$ cat config.mk
export PLATFORM = sky130hd
export DESIGN_NAME = dem_switch_tree_flat
export DESIGN_NICKNAME = d
export VERILOG_FILES = /design/src/rtl/dem_switch_tree_if.sv /design/src/rtl/dem_switch_tree.sv /design/src/flat_wrapper.sv
export SDC_FILE = /design/constraint.sdc
export NUM_CORES = 1
export LEC_CHECK = 0
export CELL_PAD_IN_SITES_DETAIL_PLACEMENT = 0
export CELL_PAD_IN_SITES_GLOBAL_PLACEMENT = 2
export CORE_ASPECT_RATIO = 2
export CORE_MARGIN = 2
export CORE_UTILIZATION = 34
export CTS_BUF_LIST = sky130_fd_sc_hd__clkbuf_4
export DETAILED_ROUTE_END_ITERATION = 8
export GPL_ROUTABILITY_DRIVEN = 1
export GPL_TIMING_DRIVEN = 0
export PLACE_DENSITY = 0.82
export SLEW_MARGIN = 20
export SYNTH_ARGS = -nofsm -noshare
export SYNTH_HDL_FRONTEND = slang
export SYNTH_SLANG_ARGS = --single-unit
$ cat constraint.sdc
create_clock -name clk_i -period 3.26 [get_ports clk_i]
set_clock_uncertainty 0.1 [all_clocks]
set_input_delay 0.489 -clock clk_i [delete_from_list [all_inputs] [get_ports clk_i]]
set_output_delay 0.489 -clock clk_i [all_outputs]
set_load 0.01 [all_outputs]
$ cat src/rtl/dem_switch_tree_if.sv
// Sample bus between the quantizer and the DEM switching tree.
// valid_i marks x_i/mode_i as a sample this cycle. There is no ready and the tree always accepts.
// valid_o marks elem_o as a new sample. elem_o holds its last value while valid_o is low.
interface dem_switch_tree_if #(
  parameter int LEVELS = 3
) ();
  localparam int N = 1 << LEVELS;

  logic              valid_i;
  logic [LEVELS:0]   x_i;
  logic              mode_i;
  logic              valid_o;
  logic [N-1:0]      elem_o;
  logic              ovf_o;

  modport master (
    output valid_i, x_i, mode_i,
    input  valid_o, elem_o, ovf_o
  );

  modport slave (
    input  valid_i, x_i, mode_i,
    output valid_o, elem_o, ovf_o
  );
endinterface

$ cat src/rtl/dem_switch_tree.sv
// Pipelined binary tree of DEM switching cells: splits an element count into a
// unit-element enable vector using PN-random or first-order noise-shaped steering.
module dem_switch_tree #(
  parameter int          LEVELS    = 3,
  parameter logic [31:0] LFSR_SEED = 32'hACE1_1234
) (
  input  logic             clk_i,
  input  logic             reset_i,
  dem_switch_tree_if.slave bus
);
  localparam int N  = 1 << LEVELS;
  localparam int W  = LEVELS + 1;
  localparam int NC = N - 1;

  typedef logic [W-1:0] val_t;

  // st_val_q[k][m] holds output m of tree level k; the leaf level is elem_o.
  logic [31:0]       lfsr_q, lfsr_d;
  logic [1:0]        acc_q [NC];
  logic [1:0]        acc_d [NC];
  val_t              st_val_q [LEVELS][N];
  val_t              st_val_d [LEVELS][N];
  logic [LEVELS-1:0] st_vld_q, st_vld_d;
  logic [LEVELS-1:0] st_mode_q, st_mode_d;
  logic              ovf_q, ovf_d;

  val_t              x_sat;
  val_t              cell_in [LEVELS][N/2];
  logic              cell_vld [LEVELS];
  logic              cell_mode [LEVELS];
  val_t              cx, top, bot;
  logic              odd, s_pos;
  int                cj;
  logic [N-1:0]      elem;

  always_comb begin
    lfsr_d = {lfsr_q[30:0], lfsr_q[31] ^ lfsr_q[21] ^ lfsr_q[1] ^ lfsr_q[0]};
    x_sat  = (bus.x_i > val_t'(N)) ? val_t'(N) : bus.x_i;
    ovf_d  = ovf_q | (bus.valid_i & (bus.x_i > val_t'(N)));

    for (int k = 0; k < LEVELS; k++) begin
      for (int i = 0; i < N/2; i++) cell_in[k][i] = '0;
      cell_vld[k]  = 1'b0;
      cell_mode[k] = 1'b0;
    end
    cell_in[0][0] = x_sat;
    cell_vld[0]   = bus.valid_i;
    cell_mode[0]  = bus.mode_i;
    for (int k = 1; k < LEVELS; k++) begin
      for (int i = 0; i < N/2; i++) cell_in[k][i] = st_val_q[k-1][i];
      cell_vld[k]  = st_vld_q[k-1];
      cell_mode[k] = st_mode_q[k-1];
    end

    acc_d     = acc_q;
    st_val_d  = st_val_q;
    st_vld_d  = '0;
    st_mode_d = st_mode_q;
    cx = '0; top = '0; bot = '0; odd = 1'b0; s_pos = 1'b0; cj = 0;

    for (int k = 0; k < LEVELS; k++) begin
      st_vld_d[k] = cell_vld[k];
      if (cell_vld[k]) st_mode_d[k] = cell_mode[k];
      for (int i = 0; i < N/2; i++) begin
        if (i < (1 << k)) begin
          cj  = (1 << k) - 1 + i;
          cx  = cell_in[k][i];
          odd = cx[0];
          // acc encoding: 2'b01 = +1, 2'b11 = -1, 2'b00 = 0; s_pos selects s=+1.
          if (cell_mode[k] && acc_q[cj] == 2'b01)      s_pos = 1'b0;
          else if (cell_mode[k] && acc_q[cj] == 2'b11) s_pos = 1'b1;
          else                                         s_pos = lfsr_q[cj];
          top = (cx >> 1) + val_t'(odd & s_pos);
          bot = (cx >> 1) + val_t'(odd & ~s_pos);
          if (cell_vld[k]) begin
            st_val_d[k][2*i]   = top;
            st_val_d[k][2*i+1] = bot;
            if (cell_mode[k] && odd) acc_d[cj] = acc_q[cj] + (s_pos ? 2'b01 : 2'b11);
          end
        end
      end
    end
  end

  always_ff @(posedge clk_i) begin
    if (!reset_i) begin
      lfsr_q    <= LFSR_SEED;
      st_vld_q  <= '0;
      st_mode_q <= '0;
      ovf_q     <= 1'b0;
      for (int j = 0; j < NC; j++) acc_q[j] <= '0;
      for (int k = 0; k < LEVELS; k++)
        for (int m = 0; m < N; m++) st_val_q[k][m] <= '0;
    end else begin
      lfsr_q    <= lfsr_d;
      st_vld_q  <= st_vld_d;
      st_mode_q <= st_mode_d;
      ovf_q     <= ovf_d;
      acc_q     <= acc_d;
      st_val_q  <= st_val_d;
    end
  end

  always_comb begin
    elem = '0;
    for (int m = 0; m < N; m++) elem[m] = st_val_q[LEVELS-1][m][0];
  end

  assign bus.elem_o  = elem;
  assign bus.valid_o = st_vld_q[LEVELS-1];
  assign bus.ovf_o   = ovf_q;
endmodule

$ cat src/flat_wrapper.sv
// flat-port wrapper written by rule: the top's interface ports become plain ports
module dem_switch_tree_flat 
#(
  parameter int          LEVELS    = 3,
  parameter logic [31:0] LFSR_SEED = 32'hACE1_1234
)
  (clk_i, reset_i, bus_valid_i, bus_x_i, bus_mode_i, bus_valid_o, bus_elem_o, bus_ovf_o);
  dem_switch_tree_if #(.LEVELS(LEVELS)) bus_i ();
  input  logic clk_i;
  input  logic reset_i;
  input wire logic [$bits(bus_i.valid_i)-1:0] bus_valid_i;
  input wire logic [$bits(bus_i.x_i)-1:0] bus_x_i;
  input wire logic [$bits(bus_i.mode_i)-1:0] bus_mode_i;
  output wire logic [$bits(bus_i.valid_o)-1:0] bus_valid_o;
  output wire logic [$bits(bus_i.elem_o)-1:0] bus_elem_o;
  output wire logic [$bits(bus_i.ovf_o)-1:0] bus_ovf_o;
  assign bus_i.valid_i = bus_valid_i;
  assign bus_i.x_i = bus_x_i;
  assign bus_i.mode_i = bus_mode_i;
  assign bus_valid_o = bus_i.valid_o;
  assign bus_elem_o = bus_i.elem_o;
  assign bus_ovf_o = bus_i.ovf_o;
  dem_switch_tree #(.LEVELS(LEVELS), .LFSR_SEED(LFSR_SEED)) u_core (.clk_i(clk_i), .reset_i(reset_i), .bus(bus_i));
endmodule
==> impl_metrics.json, run 1 <==
{
  "synth_cell_types": 35,
  "setup-violations-final": 0,
  "fillers": 889,
  "cts_root_buf": "clkbuf_4",
  "preCtsSetupSlack_ns": 0.836,
  "synth_flop_cell": "dfxtp_1",
  "reg2reg_slack_ns": 1.49,
  "cts_resized": 0,
  "drt_iter0_drc": 60,
  "routed_wl_um": 5890,
  "avgSynthCellArea_um2": 10.2,
  "synthTopCellsByCount": "dfxtp_1, and2_1, nor2b_1",
  "gr-total-overflow": 0,
  "fin_nets": 339,
  "outcome": "finished clean",
  "max_slew.worst_pin.slew_ns": 0.499,
  "cts_buffers": 9,
  "clock_latency_ns": 0.43,
  "hold_class": "primary input to register",
  "cts_tree": "done",
  "io_buffers": 15,
  "yosys.area.top_type": "dfxtp_1",
  "irDropWorstVdd_v": 0.000177,
  "grt_util_met2": 0.247,
  "synth_seq_cells": 74,
  "grt_max_degree": 15,
  "synth_area_leaders": "dfxtp_1, and2_1, nor2b_1",
  "drc": 0,
  "finalMaxSlewViolations": 0,
  "vias_per_cell": 4.84,
  "core_region_area_mm2": 0.00865,
  "drive_gt1_frac": 0.116,
  "cts.hold.buffers_added": 0,
  "cts.path.max_buffers": 2,
  "die-area_mm2": 0.00973,
  "antenna_found_initial": 1,
  "use_met1": 0.132,
  "path_cells": "clkdlybuf4s50_1 > nand2_1 > mux2i_1 > and3b_2 > ha_1 > ha_1 > xnor2_1 > nand2_1 > o211a_1",
  "yosysWarnings": 0,
  "fp.dieH_um": 138,
  "dieWidth_um": 70.8,
  "crit_buf_inv": 1,
  "vias": 2075,
  "grt_pass1_vias": 2074,
  "clkTransAtPathRegs_ns": 0.13,
  "netlist_area_mm2": 0.00303,
  "fin_ws_ns": 1.30,
  "yosysMostFrequentCell": "dfxtp_1",
  "cap_violations": 0,
  "fin_setup_tns_ns": 0,
  "avgRoutedWirePerCell_um": 13.7,
  "grt_use_met3": 0.0366,
  "power_density_mw_per_mm2": 506,
  "ant_nets": 0,
  "synth_top_area_share": 0.489,
  "start_kind": "primary input",
  "postCtsSetupBuffers": 0,
  "endpoint_kind": "register",
  "rsz0062_at_grt": "false",
  "worst_ep_required_time_ns": 3.49,
  "worstPathMaxFanout": 3,
  "async_flop_share": 0,
  "grt_busiest_layer": "met2",
  "yosysSeqAreaShare": 0.489,
  "slowest_stage": "clkdlybuf4s50_1",
  "syn_inst": 297,
  "fmax_mhz": 511,
  "std_cell_rows": 48,
  "ios": 18,
  "finalCriticalPeriod_ns": 1.96,
  "maxSlewHeadroom": 0.667,
  "numClockSinks": 74,
  "synth_nets": 313,
  "htree_levels": 3,
  "max_stage_delay_ns": 0.55,
  "finalHoldWorstSlack_ns": 0.276,
  "first_pass_iters": 4,
  "finalCritPeriodShare": 0.601,
  "leakage_uw": 0.00136,
  "syn_to_final_growth_pct": 13.9,
  "place_congestion": 0.714,
  "critPathArrivalTime_ns": 2.19,
  "initial_core_util": 0.350,
  "grt.total_usage": 0.135,
  "synth-edff-count": 0,
  "grt_pass1_wl_um": 9870,
  "dp_hpwl_um": 4420,
  "hold_violations": 0,
  "path_delay_family": "buffers and inverters",
  "critPathKind": "primary input to register"
}
==> routing by layer <==
metal | wire, um | vias to the layer above
met2 | 3240 | 28
li1 | - | 1066
met5 | 0 | -
met4 | 225 | 0
met1 | 2270 | 963
met3 | 155 | 18
==> flip-flops by register name, indices dropped and copies added (netlist names) <==
register and count:
u_core.acc_q 14, u_core.bus.elem_o 8, u_core.bus.ovf_o 1, u_core.cell_in 12, u_core.cx 2, u_core.lfsr_q 32
u_core.st_mode_q 2, u_core.st_vld_q 3
==> worst paths after layout <==
path | start | endpoint | depth (start not counted)
max | bus_mode_i | u_core.cell_in[26] | 9
min | reset_i | u_core.lfsr_q[5] | 2
max reg2reg | u_core.acc_q[12] | u_core.cell_in[26] | 8
min reg2reg | u_core.lfsr_q[30] | u_core.lfsr_q[31] | 1
==> cell type report <==
| class | instances | area (um^2) | area share |
|---|---|---|---|
| Clock inverter | 7 | 76.3 | 0.0221 |
| Antenna cell | 1 | 2.50 | 0.000725 |
| Tap cell | 100 | 125 | 0.0362 |
| Timing Repair Buffer | 15 | 150 | 0.0435 |
| Multi-Input combinational cell | 200 | 1440 | 0.418 |
| Inverter | 8 | 30.0 | 0.00870 |
| Sequential cell | 74 | 1480 | 0.429 |
| Buffer | 15 | 77.6 | 0.0225 |
| Clock buffer | 9 | 67.6 | 0.0196 |
==> placed cells by master (no fill, tap or decap), types with 2 or more instances in the layout <==
cell type,instances
inv_6,2
a21boi_1,3
buf_6,2
dfxtp_1,74
a32o_1,3
a31o_2,4
nor2b_1,23
or4_1,4
nand3_1,9
buf_2,2
clkdlybuf4s50_1,15
clkinvlp_4,2
ha_1,8
inv_1,8
a21o_1,4
clkbuf_1,10
or2_2,3
nand2b_1,13
xnor2_1,15
a21bo_2,4
nand4_1,4
and2b_2,2
a31oi_1,4
nand2_1,16
mux2i_1,13
a211oi_1,8
and2_1,31
o211a_1,6
clkbuf_4,9
o21ai_0,15
==> through the flow <==
step / total power (uW) / util / instance area, um^2 / instances
CTS: 1780 / 0.399 / 3450 / 428
finish: 1750 / 0.399 / 3450 / 429
global route: 1840 / 0.399 / 3450 / 429
global placement: 1190 / 0.382 / 3310 / 412
floorplan: 1130 / - / 3030 / 297
detailed placement: 1190 / 0.382 / 3310 / 412
==> cell families after synthesis <==
kind of cell,synth area share
and+or+nand+nor,0.220
muxes,0.0429
buffers and inverters,0.0355
DFF,0.489
AOI/OAI and AO/OA,0.133
xor gates and xnor gates,0.0462
adders and majority gates,0.0330
==> worst register-to-register path, delay by kind of cell, from the launching register on <==
family / cells / cell delay, ns
multiplexers: 1 / 0.15
adder cells (fa/ha/maj): 2 / 0.38
flip-flops: 1 / 0.42
AO/OA/AOI/OAI: 1 / 0.11
AND/OR/NAND/NOR: 3 / 0.38
XOR/XNOR: 1 / 0.14
==> power breakdown <==
| part | total (uW) | internal [uW] | switching (uW) |
|---|---|---|---|
| Sequential | 991 | 954 | 36.7 |
| Combinational | 175 | 96.2 | 79.3 |
| Clock | 580 | 238 | 342 |
| Total | 1750 | 1290 | 458 |
(Power assumes the default switching activity.)
==> run 2: changes to the inputs <==
Settings changed: PLACE_DENSITY 0.82 to 0.84.
Clock period 3.26 ns to 1.8 ns, I/O delays scaled along.
==> run 2 against run 1 <==
  * Non-clock buffer count unchanged
  * Cell count unchanged
  * Setup slack lost 1.2 ns
  * Power grew 90%
  * Sequential share of layout area is 0.31 points lower
  * Via count is 1.2% higher
  * Count of clock-buffer cells in the layout stayed put
  * Die area unchanged
  * Combinational power increased by 82%
==> impl_metrics.json, run 2 (same netlist as run 1, synthesis figures left out) <==
{
  "fin_nets": 339,
  "final_cell_mix": "dfxtp_1, and2_1, nor2b_1, nand2_1",
  "r2r-end": "u_core.cell_in[26]",
  "grt_max_degree": 15,
  "path_cells": "clkdlybuf4s50_1",
  "drc": 0,
  "fp.dieH_um": 138,
  "ios": 18,
  "grt.total_usage": 0.136,
  "grt_pass1_wl_um": 10100,
  "worst_ep_required_time_ns": 1.43,
  "fin_setup_tns_ns": 0,
  "reg2reg_slack_ns": 0.12,
  "irDropWorstVdd_v": 0.000386,
  "io_buffers": 15,
  "crit_buf_inv": 1,
  "antenna_found_initial": 1,
  "fmax_mhz": 593,
  "finalMaxSlewViolations": 0,
  "p_seq_frac": 0.542,
  "reg2regPathDepth": 8,
  "clock_latency_ns": 0.42,
  "start_kind": "register",
  "worstReg2RegStart": "u_core.acc_q[12]",
  "place_congestion": 0.702,
  "power_frac_comb": 0.096,
  "cts_buffers": 9,
  "std_cell_rows": 48,
  "hold_class": "primary input to register",
  "finalCritPeriodShare": 0.937,
  "critPathKind": "register to output pin",
  "fillers": 907,
  "largest_register_ff_count": 32,
  "dieWidth_um": 70.8,
  "routed_wl_um": 5890,
  "syn_to_final_growth_pct": 14.9,
  "final_util": 0.403,
  "first_pass_iters": 4,
  "grt_pass1_vias": 2112,
  "max_slew.worst_pin.slew_ns": 0.472,
  "slowest_stage": "clkdlybuf4s50_1",
  "hold_violations": 0,
  "maxSlewHeadroom": 0.685,
  "clockPowerShare": 0.363,
  "power_density_mw_per_mm2": 952,
  "drt_iter0_drc": 97,
  "min_from": "reset_i",
  "numClockSinks": 74,
  "cap_violations": 0,
  "cts_root_buf": "clkbuf_4",
  "max_stage_delay_ns": 0.54,
  "gr-total-overflow": 0,
  "power.total_uw": 3320,
  "vias_per_cell": 4.90,
  "avgRoutedWirePerCell_um": 13.7,
  "core_region_area_mm2": 0.00865,
  "cts.path.max_buffers": 2,
  "path_delay_family": "buffers and inverters",
  "rsz0062_at_grt": "true",
  "p_sw_uw": 839,
  "vias": 2100,
  "p_sw_frac": 0.253,
  "final_common_cell": "dfxtp_1",
  "largest_register": "u_core.lfsr_q",
  "drive_gt1_frac": 0.125,
  "p_int_uw": 2480,
  "dp_hpwl_um": 4390,
  "cts.hold.buffers_added": 0,
  "clkTransAtPathRegs_ns": 0.13,
  "holdPathEnd": "u_core.lfsr_q[12]",
  "postCtsSetupBuffers": 0,
  "critPathArrivalTime_ns": 1.32,
  "endpoint_kind": "output pin",
  "initial_core_util": 0.350,
  "leakage_uw": 0.00138,
  "die-area_mm2": 0.00973,
  "whs_path_depth": 2,
  "cts_tree": "done",
  "finalCriticalPeriod_ns": 1.69,
  "ant_nets": 0,
  "setup-violations-final": 0,
  "htree_levels": 3,
  "outcome": "finished clean",
  "worstPathMaxFanout": 2
}
==> run 2: per-layer routing <==
metal	track usage	wire length, um	up-vias
li1	-	-	1069
met1	0.140	2290	986
met2	0.244	3250	33
met3	0.0329	145	12
met4	0.0839	194	0
met5	0	0	-
==> run 2: area by class of cell <==
type                            count  area (um^2)  area share
Inverter                            8         30.0     0.00862
Sequential cell                    74         1480       0.426
Clock inverter                      7         98.8      0.0284
Clock buffer                        9         67.6      0.0194
Antenna cell                        1         2.50    0.000718
Buffer                             15         77.6      0.0223
Multi-Input combinational cell    200         1450       0.415
Tap cell                          100          125      0.0359
Timing Repair Buffer               15          153      0.0438
==> run 2: how the worst max path moves through the flow <==
stage,start,end,slack (ns),cells past startpoint
after floorplan,u_core.acc_q[12],u_core.cell_in[26],0.20,8
after global placement,bus_mode_i,u_core.cell_in[26],-0.40,9
after detailed placement,bus_mode_i,u_core.cell_in[26],-0.41,9
after CTS,u_core.acc_q[12],u_core.cell_in[26],0.04,8
after global routing,u_core.acc_q[12],u_core.cell_in[26],-0.02,8
final,u_core.bus.elem_o[0],bus_elem_o[0],0.11,1
==> run 2: per-stage QoR <==
stage	std cells	hold WS, ns	setup slack, ns	instance area (um^2)
4_1_cts	428	0.0273	0.0387	3470
5_1_grt	429	0.0786	-0.0155	3480
3_5_place_dp	412	0.291	-0.408	3310
6_report	429	0.0564	0.114	3480
2_1_floorplan	297	0.286	0.203	3030
3_3_place_gp	412	0.292	-0.398	3310
==> run 2: what timing repair did <==
item,in CTS,in global routing
endpoints found under the setup margin,0,5
endpoints found under the hold margin,0,0
gates resized for setup,0,4
==> run 2: power by group through the flow <==
stage          combinational (uW)  sequential, uW  clock [uW]
2_1_floorplan                 228            1810           0
3_3_place_gp                  318            1830           0
3_5_place_dp                  322            1830           0
4_1_cts                       325            1800        1250
5_1_grt                       357            1810        1320
6_report                      318            1800        1200
